`src/rtl/alu_issue_ctrl.sv`:
```
// Issue controller for the datapath ALU: decodes ALUOp/funct, holds operands for a settle time, returns result.
// Optional issued-op counter enabled by defining ALU_ISSUE_PERF_EN.
module alu_issue_ctrl #(
  parameter int FAST_LAT   = 1,
  parameter int MULDIV_LAT = 4,
  parameter int CNT_W      = 3
) (
  input  logic        clk,
  input  logic        rst_n,
  input  logic        in_valid,
  output logic        in_ready,
  input  logic [1:0]  alu_op,
  input  logic [5:0]  funct,
  input  logic [31:0] a_in,
  input  logic [31:0] b_in,
  output logic [31:0] alu_op1,
  output logic [31:0] alu_op2,
  output logic [2:0]  alu_sel,
  input  logic [31:0] alu_rel,
  input  logic        alu_zf,
  output logic        out_valid,
  input  logic        out_ready,
  output logic [31:0] result,
  output logic        zf,
  output logic [1:0]  err,
  output logic [31:0] issue_cnt
);

  typedef enum logic [1:0] {
    IDLE   = 2'b00,
    SETTLE = 2'b01,
    DONE   = 2'b10
  } state_t;

  localparam logic [2:0] SEL_ADD = 3'b111;
  localparam logic [2:0] SEL_SUB = 3'b110;
  localparam logic [2:0] SEL_MUL = 3'b100;
  localparam logic [2:0] SEL_DIV = 3'b000;
  localparam logic [2:0] SEL_AND = 3'b011;
  localparam logic [2:0] SEL_OR  = 3'b001;
  localparam logic [2:0] SEL_SLL = 3'b010;
  localparam logic [2:0] SEL_XOR = 3'b101;

  localparam logic [1:0] ERR_OK      = 2'b00;
  localparam logic [1:0] ERR_ILLEGAL = 2'b01;
  localparam logic [1:0] ERR_DIV0    = 2'b10;

  localparam logic [CNT_W-1:0] FAST_LOAD   = CNT_W'(FAST_LAT - 1);
  localparam logic [CNT_W-1:0] MULDIV_LOAD = CNT_W'(MULDIV_LAT - 1);

  // Returns {illegal, select}; an illegal funct falls back to the add select.
  function automatic logic [3:0] decode_op(input logic [1:0] op, input logic [5:0] fn);
    logic [3:0] d;
    case (op)
      2'b00:   d = {1'b0, SEL_ADD};
      2'b01:   d = {1'b0, SEL_SUB};
      2'b11:   d = {1'b0, SEL_OR};
      2'b10: begin
        case (fn)
          6'b100000: d = {1'b0, SEL_ADD};
          6'b100010: d = {1'b0, SEL_SUB};
          6'b011000: d = {1'b0, SEL_MUL};
          6'b011010: d = {1'b0, SEL_DIV};
          6'b100100: d = {1'b0, SEL_AND};
          6'b100101: d = {1'b0, SEL_OR};
          6'b000000: d = {1'b0, SEL_SLL};
          6'b100110: d = {1'b0, SEL_XOR};
          default:   d = {1'b1, SEL_ADD};
        endcase
      end
      default: d = {1'b1, SEL_ADD};
    endcase
    return d;
  endfunction

  state_t           state_r;
  logic [CNT_W-1:0] cnt_r;
  logic [3:0]       dec_s;
  logic             illegal_s;
  logic [2:0]       dec_sel_s;
  logic             muldiv_s;
  logic             div0_s;
  logic             accept_s;

  // Decode the incoming request and classify it.
  always_comb begin
    dec_s     = decode_op(alu_op, funct);
    illegal_s = dec_s[3];
    dec_sel_s = dec_s[2:0];
    muldiv_s  = 1'b0;
    div0_s    = 1'b0;
    if (!illegal_s && ((dec_sel_s == SEL_MUL) || (dec_sel_s == SEL_DIV))) begin
      muldiv_s = 1'b1;
      div0_s   = (dec_sel_s == SEL_DIV) && (b_in == 32'd0);
    end else begin
      muldiv_s = 1'b0;
      div0_s   = 1'b0;
    end
  end

  assign accept_s = in_valid & in_ready;

  // Main FSM with registered handshake, ALU drive and capture outputs.
  always_ff @(posedge clk or negedge rst_n) begin
    if (!rst_n) begin
      state_r   <= IDLE;
      cnt_r     <= '0;
      in_ready  <= 1'b1;
      out_valid <= 1'b0;
      result    <= 32'd0;
      zf        <= 1'b0;
      err       <= ERR_OK;
      alu_op1   <= 32'd0;
      alu_op2   <= 32'd0;
      alu_sel   <= SEL_ADD;
    end else begin
      case (state_r)
        IDLE: begin
          if (accept_s) begin
            alu_op1  <= a_in;
            alu_op2  <= b_in;
            alu_sel  <= dec_sel_s;
            in_ready <= 1'b0;
            if (illegal_s) begin
              result    <= 32'd0;
              zf        <= 1'b0;
              err       <= ERR_ILLEGAL;
              out_valid <= 1'b1;
              state_r   <= DONE;
            end else if (div0_s) begin
              result    <= 32'hFFFF_FFFF;
              zf        <= 1'b0;
              err       <= ERR_DIV0;
              out_valid <= 1'b1;
              state_r   <= DONE;
            end else begin
              cnt_r   <= muldiv_s ? MULDIV_LOAD : FAST_LOAD;
              state_r <= SETTLE;
            end
          end else begin
            in_ready <= 1'b1;
          end
        end
        SETTLE: begin
          if (cnt_r != '0) begin
            cnt_r <= cnt_r - CNT_W'(1);
          end else begin
            result    <= alu_rel;
            zf        <= alu_zf;
            err       <= ERR_OK;
            out_valid <= 1'b1;
            state_r   <= DONE;
          end
        end
        DONE: begin
          if (out_ready) begin
            out_valid <= 1'b0;
            in_ready  <= 1'b1;
            state_r   <= IDLE;
          end else begin
            out_valid <= 1'b1;
          end
        end
        default: begin
          state_r   <= IDLE;
          cnt_r     <= '0;
          in_ready  <= 1'b1;
          out_valid <= 1'b0;
        end
      endcase
    end
  end

`ifdef ALU_ISSUE_PERF_EN
  logic [31:0] issue_cnt_r;

  // Count every accepted request, wrapping naturally at 2^32.
  always_ff @(posedge clk or negedge rst_n) begin
    if (!rst_n) begin
      issue_cnt_r <= 32'd0;
    end else if (accept_s) begin
      issue_cnt_r <= issue_cnt_r + 32'd1;
    end else begin
      issue_cnt_r <= issue_cnt_r;
    end
  end

  assign issue_cnt = issue_cnt_r;
`else
  assign issue_cnt = 32'd0;
`endif

endmodule

```
`config.mk`:
```
export PLATFORM = sky130hd
export DESIGN_NAME = alu_issue_ctrl
export DESIGN_NICKNAME = d
export VERILOG_FILES = /design/src/rtl/alu_issue_ctrl.sv
export SDC_FILE = /design/constraint.sdc
export NUM_CORES = 1
export LEC_CHECK = 0
export CAP_MARGIN = 20
export CORE_ASPECT_RATIO = 0.7
export CORE_MARGIN = 3
export CORE_UTILIZATION = 42
export CTS_BUF_LIST = sky130_fd_sc_hd__clkbuf_2
export CTS_CLUSTER_SIZE = 24
export DETAILED_ROUTE_END_ITERATION = 16
export PLACE_DENSITY = 0.83
export SLEW_MARGIN = 30
export SYNTH_ARGS = -nofsm -noshare
export SYNTH_HDL_FRONTEND = slang
export SYNTH_SLANG_ARGS = --single-unit
```
`constraint.sdc`:
```
create_clock -name clk -period 2.3 [get_ports clk]
set_input_delay 0.46 -clock clk [delete_from_list [all_inputs] [get_ports clk]]
set_output_delay 0.46 -clock clk [all_outputs]
set_load 0.02 [all_outputs]
```
# --- After elaboration in Yosys (flattened, before gate mapping) ---
# Index checks and enable logic that the tools add are counted.
word_totals:
  ff_bits: 109
  out_inout_bits: 136
  elab_cells: 91
classes:
  add_sub_neg: 1
  eq_ne: 20
  muxes: 40
  bitwise_logic: 3
  reduce_logical: 17
ops:
  columns: ["cell", "count"]
  rows:
  - ["32-bit 2-to-1 mux", 4]
  - ["32-bit one-hot mux with 2 select lines", 1]
  - ["32-bit zero test", 1]
  - ["4-bit one-hot mux with 8 select lines", 1]
  - ["6-bit == test, second input constant", 5]
  - ["2-bit 2-to-1 mux", 10]
  - ["4-bit one-hot mux with 4 select lines", 1]
  - ["1-bit 2-to-1 mux", 13]
  - ["6-bit by 5-bit == test with 1-bit output, second input constant", 2]
  - ["3-bit 2-to-1 mux", 4]
  - ["2-bit != test, second input constant", 6]
  - ["3-bit one-hot mux with 3 select lines", 1]
  - ["2-bit == test, second input constant", 3]
  - ["6-bit zero test", 1]
  - ["1-bit one-hot mux with 3 select lines", 2]
  - ["2-bit one-hot mux with 3 select lines", 1]
  - ["3-bit AND reduction", 2]
  - ["5-bit AND reduction", 1]
  - ["2-bit by 1-bit == test with 1-bit output, second input constant", 2]
  - ["2-bit zero test", 2]
  - ["2-bit one-hot mux with 2 select lines", 1]
  - ["2-bit AND reduction", 2]
  - ["4-bit AND reduction", 1]
  - ["3-bit == test, second input constant", 1]
  - ["other kinds (11)", 13]

# --- Depth between registers and ports, before layout ---
# Gate-level depths: netlist (run 1).
depth:
  word_depth: 12
  depth_mapped: 8
  ltp_nobuf: 6

# --- Least setup slack after synthesis (run 1) ---
# No wires, ideal clock.
synth_timing:
  path_type: "register to register"
  start: "register in_ready"
  end: "register zf"
  setup_ns: 0.121
  t_arrival_ns: 2.036
  slack_ns: 0.143
  stages_incl_launch_ff: 8
  n_path_buf: 2
  synth_period_minus_slack_ns: 2.157
  cell_sequence: "dfstp_2 > nand2_1 > or3_1 > clkbuf_1 > or3_1 > clkbuf_1 > and3_1 > a22o_1"
synth_via:
  elab_chain_cells: 3
synth_rtl:
  columns: ["element", "line_no", "text"]
  rows:
  - ["start: declaration", "11", "output logic in_ready,"]
  - ["start signal: assignment", "108", "in_ready <= 1'b1;"]
  - ["start signal: assignment", "123", "in_ready <= 1'b0;"]
  - ["start signal: assignment", "141", "in_ready <= 1'b1;"]
  - ["1-bit bitwise AND", "101", "assign accept_s = in_valid & in_ready;"]
  - ["2-bit != test (no line)", null, null]
  - ["4-bit AND reduction (no line)", null, null]
  - ["end signal: assignment", "149", "zf <= alu_zf;"]
  - ["end: declaration", "24", "output logic zf,"]
# Every way passes these cells.
# A chain may end at the register's enable or synchronous reset.

# --- Worst setup path in the final report (run 1) ---
layout_timing:
  start: "input b_in[3]"
  end: "register result[9]"
layout_via:
  elab_chain_cells: 5
layout_rtl:
  columns: ["element", "line_no", "text"]
  rows:
  - ["start: declaration", "15", "input logic [31:0] b_in,"]
  - ["32-bit zero test", "94", "div0_s = (dec_sel_s == SEL_DIV) && (b_in == 32'd0);"]
  - ["1-bit logical AND", "94", null]
  - ["1-bit 2-to-1 mux", "92", "if (!illegal_s && ((dec_sel_s == SEL_MUL) || (dec_sel_s == SEL_DIV))) begin"]
  - ["3-bit != test (no line)", null, null]
  - ["4-bit AND reduction (no line)", null, null]
  - ["end signal: assignment", "148", "result <= alu_rel;"]
  - ["end: declaration", "23", "output logic [31:0] result,"]
# Every way passes these cells.

==> impl_metrics.yaml, run 1 <==
outcome:
  status: "finished, final reports clean"
layout:
  fin_cells: 940
  area_growth_pct: 49.7
  layout-drive-gt1-share_pct: 12.7
  nets: 893
  fin_util_pct: 66.4
  design_area_mm2: 0.00755
  diodes: 0
power:
  switching_share_pct: 42.5
  vdd_ir_drop_max_mv: 0.610
  power_switching_uw: 3930
  clkPwrFrac_pct: 8.8
  combPwrFrac_pct: 55.6
  p_seq_share_pct: 35.6
  p_int_uw: 5310
  pwr_density_cell_mw_per_mm2: 1220
  power_leakage_uw: 0.00375
worst_setup_path:
  r2r-end: "zf$_DFFE_PN0P_"
  max_stage_delay_ps: 460
  cp_num_buf_inv: 2
  worstPathMaxFanout: 24
  ff2ff_setup_slack_ps: 250
  cp_data_arrival_time_ps: 2800
  rr_worst_depth: 5
  cp-start-kind: "primary input"
  reg2reg_from: "in_ready$_DFFE_PN1P_"
  cpLargestDelayFamily: "simple AND/OR/NAND/NOR gates"
  worstSetupPathType: "in2reg"
  worst_path_most_repeated_cell: "nand4_1"
  cp.required_ps: 2840
  crit_path_end_kind: "register"
  crit_chain: "clkdlybuf4s50_1 > nor4_2 > nand4_1 > a2111oi_2 > nand4_1 > or2_2 > buf_12 > nand3_1"
  worst_path_max_delay_cell: "clkdlybuf4s50_1"
timing:
  period_needed_ps: 2260
  post-route-period-util_pct: 98.3
  drv_slew: 0
  setup_viol: 0
  worstMarginPinSlew_ps: 618
  finalHoldViolations: 0
  skew_ps: 23.8
  fmax_ghz: 0.442
  setup_ws_ps: 39.2
  relSlewSlack_pct: 58.8
synth:
  synth_top_family_by_area: "simple AND/OR/NAND/NOR gates"
  synthMuxAreaShare_pct: 0.422
  yosysTopAreaCell: "dfrtp_1"
  synth-seq-area-share_pct: 54.2
  ys.flop_type: "dfrtp_1"
  synth_edf_count: 0
  synth_compound_area_share_pct: 4.56
  ys_async_sr_fraction_pct: 100
  synthXorXnorAreaFrac_pct: 0.174
  ys_ff_latch: 109
  synthTopCellsByArea: "dfrtp_1 (52%), nand2_1 (17%), nand3_2 (6.0%)"
  synth_fa_ha_area_share_pct: 0.496
  synth.top_cell.area_share_pct: 52.1
  yosysUniqueCellTypes: 49
  syn_inst: 555
  synth-simple-area-share_pct: 31.9
  syn_avg_cell_area_um2: 9.09
  syn-cell-area_mm2: 0.00504
  yosysWarnings: 0
job:
  drv_cap: 0
place:
  post-dp-hpwl_um: 10800
  port_buffers: 212
  placed_cell_area_mm2: 0.00740
  dp.cells: 922
  gp_congestion: 0.836
  dp_slack_ps: -636
detailed_routing:
  firstDrtPassIters: 4
  viasPerCell: 4.81
  detail-route-antenna-nets: 0
  wl_per_cell_um: 15.6
  routed_wl_um: 14600
  num_vias: 4526
  first_iter_violations: 156
  drc_errors: 0
cts:
  cts.htree.levels: 3
  clock_sinks: 109
  clock_latency_ps: 580
  clockBufferDepth: 2
  clk_pin_slew_ps: 300
  cts_root_buffer: "clkbuf_2"
  cts_tree: "yes"
  cts_buffers: 9
grt:
  grt_pass1_wl_um: 23400
  grt_usage_pct: 21.6
  grt_start_max_net_pins: 110
  overflow: 0
  antenna_found_initial: 0
  grt_pass1_vias: 4684
floorplan:
  die_h_um: 97.7
  fp.dieW_um: 137
  row_count: 32
  pin_count: 245
  dieArea_mm2: 0.0134
  initial_core_util_pct: 44.4
  core_mm2: 0.0114
hold_path:
  min_path_type: "in2reg"
  min_from: "a_in[14]"
  holdPathStages: 3
  worstHoldEndpoint: "alu_op1[14]$_DFFE_PN0P_"
[stage by stage]
step	TNS, ps	power [µW]	hold slack, ps
final	0	9240	357
after global placement	-20500	8330	456
after global routing	-61.6	9900	271
after floorplan	0	6010	164
after CTS	0	9340	295
after detailed placement	-23340	8520	462
[Yosys cell counts, types with 4 or more instances]
cell type and number:
a21oi_1 8, buf_1 5, buf_4 32, buf_6 4, clkbuf_1 20, dfrtp_1 105, dfstp_2 4, inv_1 5
nand2_1 232, nand2b_1 4, nand3_1 35, nand3_2 30, nor2_1 6, nor3_1 5, nor4_1 9, o21ai_0 5
[logic make-up after synthesis]
group / count (synthesis)
muxes: 2
and+or+nand+nor: 340
adders and majority gates: 2
xor gates and xnor gates: 1
DFF: 109
buffers and inverters: 69
other: 1
AOI/OAI and AO/OA: 31
[layer usage]
metal  GRT usage, %  wire length (µm)  up-vias  share of wire [%]
li1               -                 -     2195                  -
met5              0                 0        -                  0
met4           5.29               229        0                1.6
met3           6.37               971       23                6.6
met2           37.5              7620      138                 52
met1           26.1              5800     2170                 40
[power by group through the flow]
stage	clock network, µW	registers [µW]	logic [µW]
floorplan	0	4320	1690
global placement	0	3290	5050
detailed placement	0	3340	5190
CTS	850	3300	5200
global route	926	3400	5570
finish	811	3290	5140
[area by class of cell]
cell class                 count  area, µm²
inverter                       5       18.8
sequential                   109       2730
timing repair buffer         249       2460
fill                         909       3820
clock inverter                 5       43.8
clock buffer                  11       55.1
tap                          153        191
multi-input combinational    408       2050
[cells in the final DEF, fill, tap and decap left out, types with 5 or more instances in the layout]
cell type	synthesis	final
nand2_1	232	232
clkdlybuf4s50_1	0	207
dfrtp_1	105	105
nand3_1	35	35
buf_4	32	33
conb_1	1	32
nand3_2	30	30
clkbuf_2	0	11
a21oi_1	8	8
nor4_1	9	6
inv_1	5	5
nor2_1	6	5
o21ai_0	5	5
[repair_timing]
item / in CTS / in global routing
gates resized for setup: 2 / 6
endpoints found under the hold margin: 105 / 0
pin swaps: 0 / 1
endpoints found under the setup margin: 2 / 22
hold buffers: 1 / 0
buffers inserted: 0 / 1
[state kept, by name (all words and copies together) (netlist names)]
register	flops
in_ready	1
alu_sel	3
state_r	2
zf	1
alu_op2	32
err	2
out_valid	1
result	32
cnt_r	3
alu_op1	32
[worst reg2reg max path, stage by stage, from the launching register on]
cell and delay [ps]:
dfstp_2 630, nand2_1 70, or3_2 420, or3_1 460, and3_1 220, a22o_1 200
[worst max path at each step]
stage | start | endpoint | slack (ps) | cells past startpoint
2_1_floorplan | in_ready$_DFFE_PN1P_ | zf$_DFFE_PN0P_ | 140 | 7
3_3_place_gp | b_in[11] | result[9]$_DFFE_PN0P_ | -560 | 8
3_5_place_dp | b_in[25] | err[0]$_DFFE_PN0P_ | -640 | 7
4_1_cts | alu_sel[1]$_DFFE_PN1P_ | alu_sel[1] | 7 | 1
5_1_grt | b_in[3] | result[9]$_DFFE_PN0P_ | -40 | 8
6_report | b_in[3] | result[9]$_DFFE_PN0P_ | 40 | 8
Note: power is estimated with default switching activity, not from simulation.
==> inputs of run 2 (changes only) <==
--- a/config.mk
+++ b/config.mk
@@ -7,9 +7,8 @@
 export LEC_CHECK = 0
 export CAP_MARGIN = 20
 export CORE_ASPECT_RATIO = 0.7
-export CORE_MARGIN = 3
 export CORE_UTILIZATION = 42
-export CTS_BUF_LIST = sky130_fd_sc_hd__clkbuf_2
+export CTS_BUF_LIST = sky130_fd_sc_hd__clkbuf_8
 export CTS_CLUSTER_SIZE = 24
 export DETAILED_ROUTE_END_ITERATION = 16
 export PLACE_DENSITY = 0.83
==> impl_metrics.yaml, run 2 (synthesis results as in run 1) <==
detailed_routing:
  num_vias: 4664
  viasPerCell: 4.89
  detail-route-antenna-nets: 0
  routed_wl_um: 14500
  firstDrtPassIters: 4
  first_iter_violations: 248
  drc_errors: 0
  wl_per_cell_um: 15.2
grt:
  grt_start_max_net_pins: 47
  grt_pass1_wl_um: 22000
  antenna_found_initial: 0
  grt_usage_pct: 22.3
  grt_pass1_vias: 4559
  overflow: 0
timing:
  post-route-period-util_pct: 97.6
  holdWs_ps: 20.6
  setup_viol: 0
  drv_slew: 0
  fmax_ghz: 0.445
  finalHoldViolations: 0
  finalSetupTns_ps: 0
  period_needed_ps: 2240
  skew_ps: 13.2
hold_path:
  min_path_type: "in2async"
layout:
  mostFrequentLayoutCells: "nand2_1 (232), clkdlybuf4s50_1 (193), dfrtp_1 (105)"
  diodes: 0
  top_regs: "alu_op1: 32 flops, alu_op2: 32 flops, result: 32 flops"
  layout-drive-gt1-share_pct: 15.1
  area_growth_pct: 56.1
  nets: 903
  final_common_cell: "nand2_1"
cts:
  cts_buffers: 9
  clockBufferDepth: 2
  clk_pin_slew_ps: 110
  cts_tree: "yes"
  hold_buffers: 0
  clock_sinks: 109
  cts_root_buffer: "clkbuf_8"
  cts.htree.levels: 3
  clock_latency_ps: 380
place:
  port_buffers: 212
  post-dp-hpwl_um: 10300
  gp_congestion: 0.840
floorplan:
  fp.dieW_um: 133
  pin_count: 245
  initial_core_util_pct: 43.2
  row_count: 33
  core_mm2: 0.0117
  dieArea_mm2: 0.0125
  die_h_um: 93.7
worst_setup_path:
  crit_path_end_kind: "register"
  worstPathMaxFanout: 6
  cp-start-kind: "primary input"
  cp.required_ps: 2620
  cp_data_arrival_time_ps: 2560
  worstSetupPathType: "in2reg"
outcome:
  status: "finished, final reports clean"
job:
  drv_cap: 0
power:
  pwr_density_cell_mw_per_mm2: 1230
  power_leakage_uw: 0.00401
  vdd_ir_drop_max_mv: 0.661
-- run 2: critical path: stages --
cell and delay [ps]:
clkdlybuf4s50_1 420, nor4_1 300, nand4_1 180, a2111oi_2 300
nand4_1 160, buf_4 180, or2_4 310, clkbuf_16 180
nand3_2 60
-- run 2: path summary, 6_finish.rpt --
path	startpoint	endpoint	slack, ps	depth (start not counted)
hold / removal	rst_n	result[9]$_DFFE_PN0P_	20	1
hold reg to reg	alu_op2[24]$_DFFE_PN0P_	alu_op2[24]$_DFFE_PN0P_	490	2
max in group asynchronous	rst_n	alu_op2[6]$_DFFE_PN0P_	1520	2
min in group clk	b_in[1]	alu_op2[1]$_DFFE_PN0P_	320	3
setup / recovery	b_in[26]	result[25]$_DFFE_PN0P_	60	9
setup reg to reg	in_ready$_DFFE_PN1P_	result[27]$_DFFE_PN0P_	270	6
-- run 2: area by class of cell --
type / count / area, µm²
fill: 909 / 3810
sequential: 109 / 2730
timing repair buffer: 258 / 2610
multi-input combinational: 409 / 2120
tap: 157 / 196
clock buffer: 9 / 124
clock inverter: 7 / 78.8
inverter: 5 / 18.8
-- run 2: where the power goes --
| group | switching, µW | leakage, µW | internal [µW] | total (µW) |
|---|---|---|---|---|
| clock network | 692 | 0.000105 | 522 | 1210 |
| logic | 2810 | 0.00255 | 2360 | 5160 |
| registers | 488 | 0.00136 | 2810 | 3300 |
| total | 3990 | 0.00401 | 5690 | 9680 |
-- run 2: what timing repair did --
| item | 4_1_cts | 5_1_grt |
|---|---|---|
| setup buffers | 1 | 1 |
| pin swaps | 4 | 16 |
| resized for setup | 5 | 35 |
| gates cloned | 0 | 5 |
| setup endpoints to repair | 38 | 37 |
-- run 2: metal layers --
layer / GRT usage [%] / share of wire (%)
met5: 0 / 0
met4: 6.99 / 1.9
met3: 6.20 / 6.3
met2: 36.6 / 49
met1: 28.8 / 43
-- run 2: stage by stage --
| stage | util [%] | worst slack [ps] | instance area (µm²) | instances | power, µW |
|---|---|---|---|---|---|
| 6_report | 67.4 | 55.1 | 7880 | 954 | 9680 |
| 5_1_grt | 67.4 | -34.8 | 7880 | 954 | 10300 |
| 4_1_cts | 65.4 | 6.52 | 7650 | 948 | 9720 |
| 3_5_place_dp | 63.5 | -577 | 7420 | 931 | 8480 |
| 3_3_place_gp | 63.5 | -673 | 7420 | 931 | 8290 |
| 2_1_floorplan | - | 143 | 5160 | 586 | 6010 |
==> inputs of run 3 (changes only) <==
--- a/config.mk
+++ b/config.mk
@@ -16,3 +16,4 @@
 export SYNTH_ARGS = -nofsm -noshare
 export SYNTH_HDL_FRONTEND = slang
 export SYNTH_SLANG_ARGS = --single-unit
+export TNS_END_PERCENT = 5
==> impl_metrics.yaml, run 3 (synthesis results as in run 1) <==
power:
  power_leakage_uw: 0.00400
  pwr_density_cell_mw_per_mm2: 1230
  vdd_ir_drop_max_mv: 0.661
worst_setup_path:
  worst_path_max_delay_cell: "clkdlybuf4s50_1"
  cpLargestDelayFamily: "simple AND/OR/NAND/NOR gates"
  worstPathMaxFanout: 6
  cp-start-kind: "primary input"
  cp_data_arrival_time_ps: 2560
  crit_chain: "clkdlybuf4s50_1 > nor3_1 > o21ai_2 > a2111oi_2 > nand4_1 > buf_4 > or2_4 > clkbuf_16 > nand3_2"
  max_stage_delay_ps: 440
  worstSetupPathType: "in2reg"
  cp_num_buf_inv: 3
  cp.required_ps: 2620
  crit_path_end_kind: "register"
timing:
  period_needed_ps: 2250
  fmax_ghz: 0.445
  post-route-period-util_pct: 97.6
  rsz0062_at_grt: "true"
  holdWs_ps: 19.7
  skew_ps: 13.3
  drv_slew: 0
  setup_viol: 0
  finalHoldViolations: 0
  setup_ws_ps: 54.5
floorplan:
  fp.dieW_um: 133
  initial_core_util_pct: 43.2
  dieArea_mm2: 0.0125
  row_count: 33
  die_h_um: 93.7
  pin_count: 245
  core_mm2: 0.0117
grt:
  grt_pass1_wl_um: 22000
  grt_start_max_net_pins: 47
  antenna_found_initial: 0
  grt_usage_pct: 22.3
  overflow: 0
  grt_pass1_vias: 4559
layout:
  layout-drive-gt1-share_pct: 15.1
  fin_cells: 954
  area_growth_pct: 56.1
  final_common_cell: "nand2_1"
  top_regs: "alu_op1: 32 flops, alu_op2: 32 flops, result: 32 flops"
  diodes: 0
  nets: 903
  mostFrequentLayoutCells: "nand2_1 (232), clkdlybuf4s50_1 (194), dfrtp_1 (105)"
job:
  drv_cap: 0
cts:
  cts_tree: "yes"
  cts.htree.levels: 3
  clock_latency_ps: 380
  clk_pin_slew_ps: 110
  cts_root_buffer: "clkbuf_8"
  cts_buffers: 9
  hold_buffers: 0
  clockBufferDepth: 2
  clock_sinks: 109
detailed_routing:
  num_vias: 4668
  first_iter_violations: 242
  detail-route-antenna-nets: 0
  drc_errors: 0
  viasPerCell: 4.89
  wl_per_cell_um: 15.1
  firstDrtPassIters: 4
  routed_wl_um: 14400
place:
  post-dp-hpwl_um: 10300
  dp.cells: 931
  port_buffers: 212
  dp_slack_ps: -577
  gp_congestion: 0.840
hold_path:
  min_path_type: "in2async"
outcome:
  status: "finished, final reports clean"
-- run 3: metrics by stage --
stage	TNS, ps	cell area (µm²)	total power, µW	utilization (%)
after global routing	-494	7870	10300	67.4
after floorplan	0	5160	6010	-
final	0	7870	9680	67.4
after global placement	-24750	7420	8290	63.5
after CTS	0	7650	9720	65.4
after detailed placement	-21020	7420	8480	63.5
-- run 3: path summary, 6_finish.rpt --
kind | start | to | slack [ps] | depth (start not counted)
setup / recovery | funct[1] | result[25]$_DFFE_PN0P_ | 50 | 9
hold / removal | rst_n | result[9]$_DFFE_PN0P_ | 20 | 1
setup reg to reg | in_ready$_DFFE_PN1P_ | result[27]$_DFFE_PN0P_ | 270 | 6
hold reg to reg | alu_op2[24]$_DFFE_PN0P_ | alu_op2[24]$_DFFE_PN0P_ | 490 | 2
max in group asynchronous | rst_n | alu_op2[10]$_DFFE_PN0P_ | 1510 | 2
min in group clk | b_in[1] | alu_op2[1]$_DFFE_PN0P_ | 320 | 3
-- run 3: repair_timing --
| item | 4_1_cts | 5_1_grt |
|---|---|---|
| gates resized for setup | 5 | 34 |
| buffers inserted | 1 | 1 |
| pin swaps | 4 | 15 |
| cloned | 0 | 5 |
| hold endpoints to repair | 0 | 0 |
| endpoints found under the setup margin | 38 | 37 |
-- run 3: cell type report --
| type | count | area (µm²) |
|---|---|---|
| Fill cell | 910 | 3810 |
| Sequential cell | 109 | 2730 |
| Timing Repair Buffer | 258 | 2600 |
| Multi-Input combinational cell | 409 | 2120 |
| Tap cell | 157 | 196 |
| Clock buffer | 9 | 124 |
| Clock inverter | 7 | 78.8 |
| Inverter | 5 | 18.8 |
-- run 3: layer usage --
layer	vias to the layer above	GRT usage [%]	wire length (µm)
met1	2277	28.8	6220
met2	148	36.6	7060
li1	2221	-	-
met3	22	6.20	887
met4	0	6.99	268
met5	-	0	0
-- run 3: report_power, final --
| group | switching [µW] | internal (µW) |
|---|---|---|
| Sequential | 488 | 2810 |
| Combinational | 2810 | 2360 |
| Clock | 692 | 522 |
| Total | 3990 | 5690 |
-- run 3: worst register-to-register path, stage by stage (launching register included) --
cell	delay [ps]
dfstp_2	570
nand2_1	70
or3_2	420
or3_1	450
buf_6	200
nand3_1	150
nand3_2	80
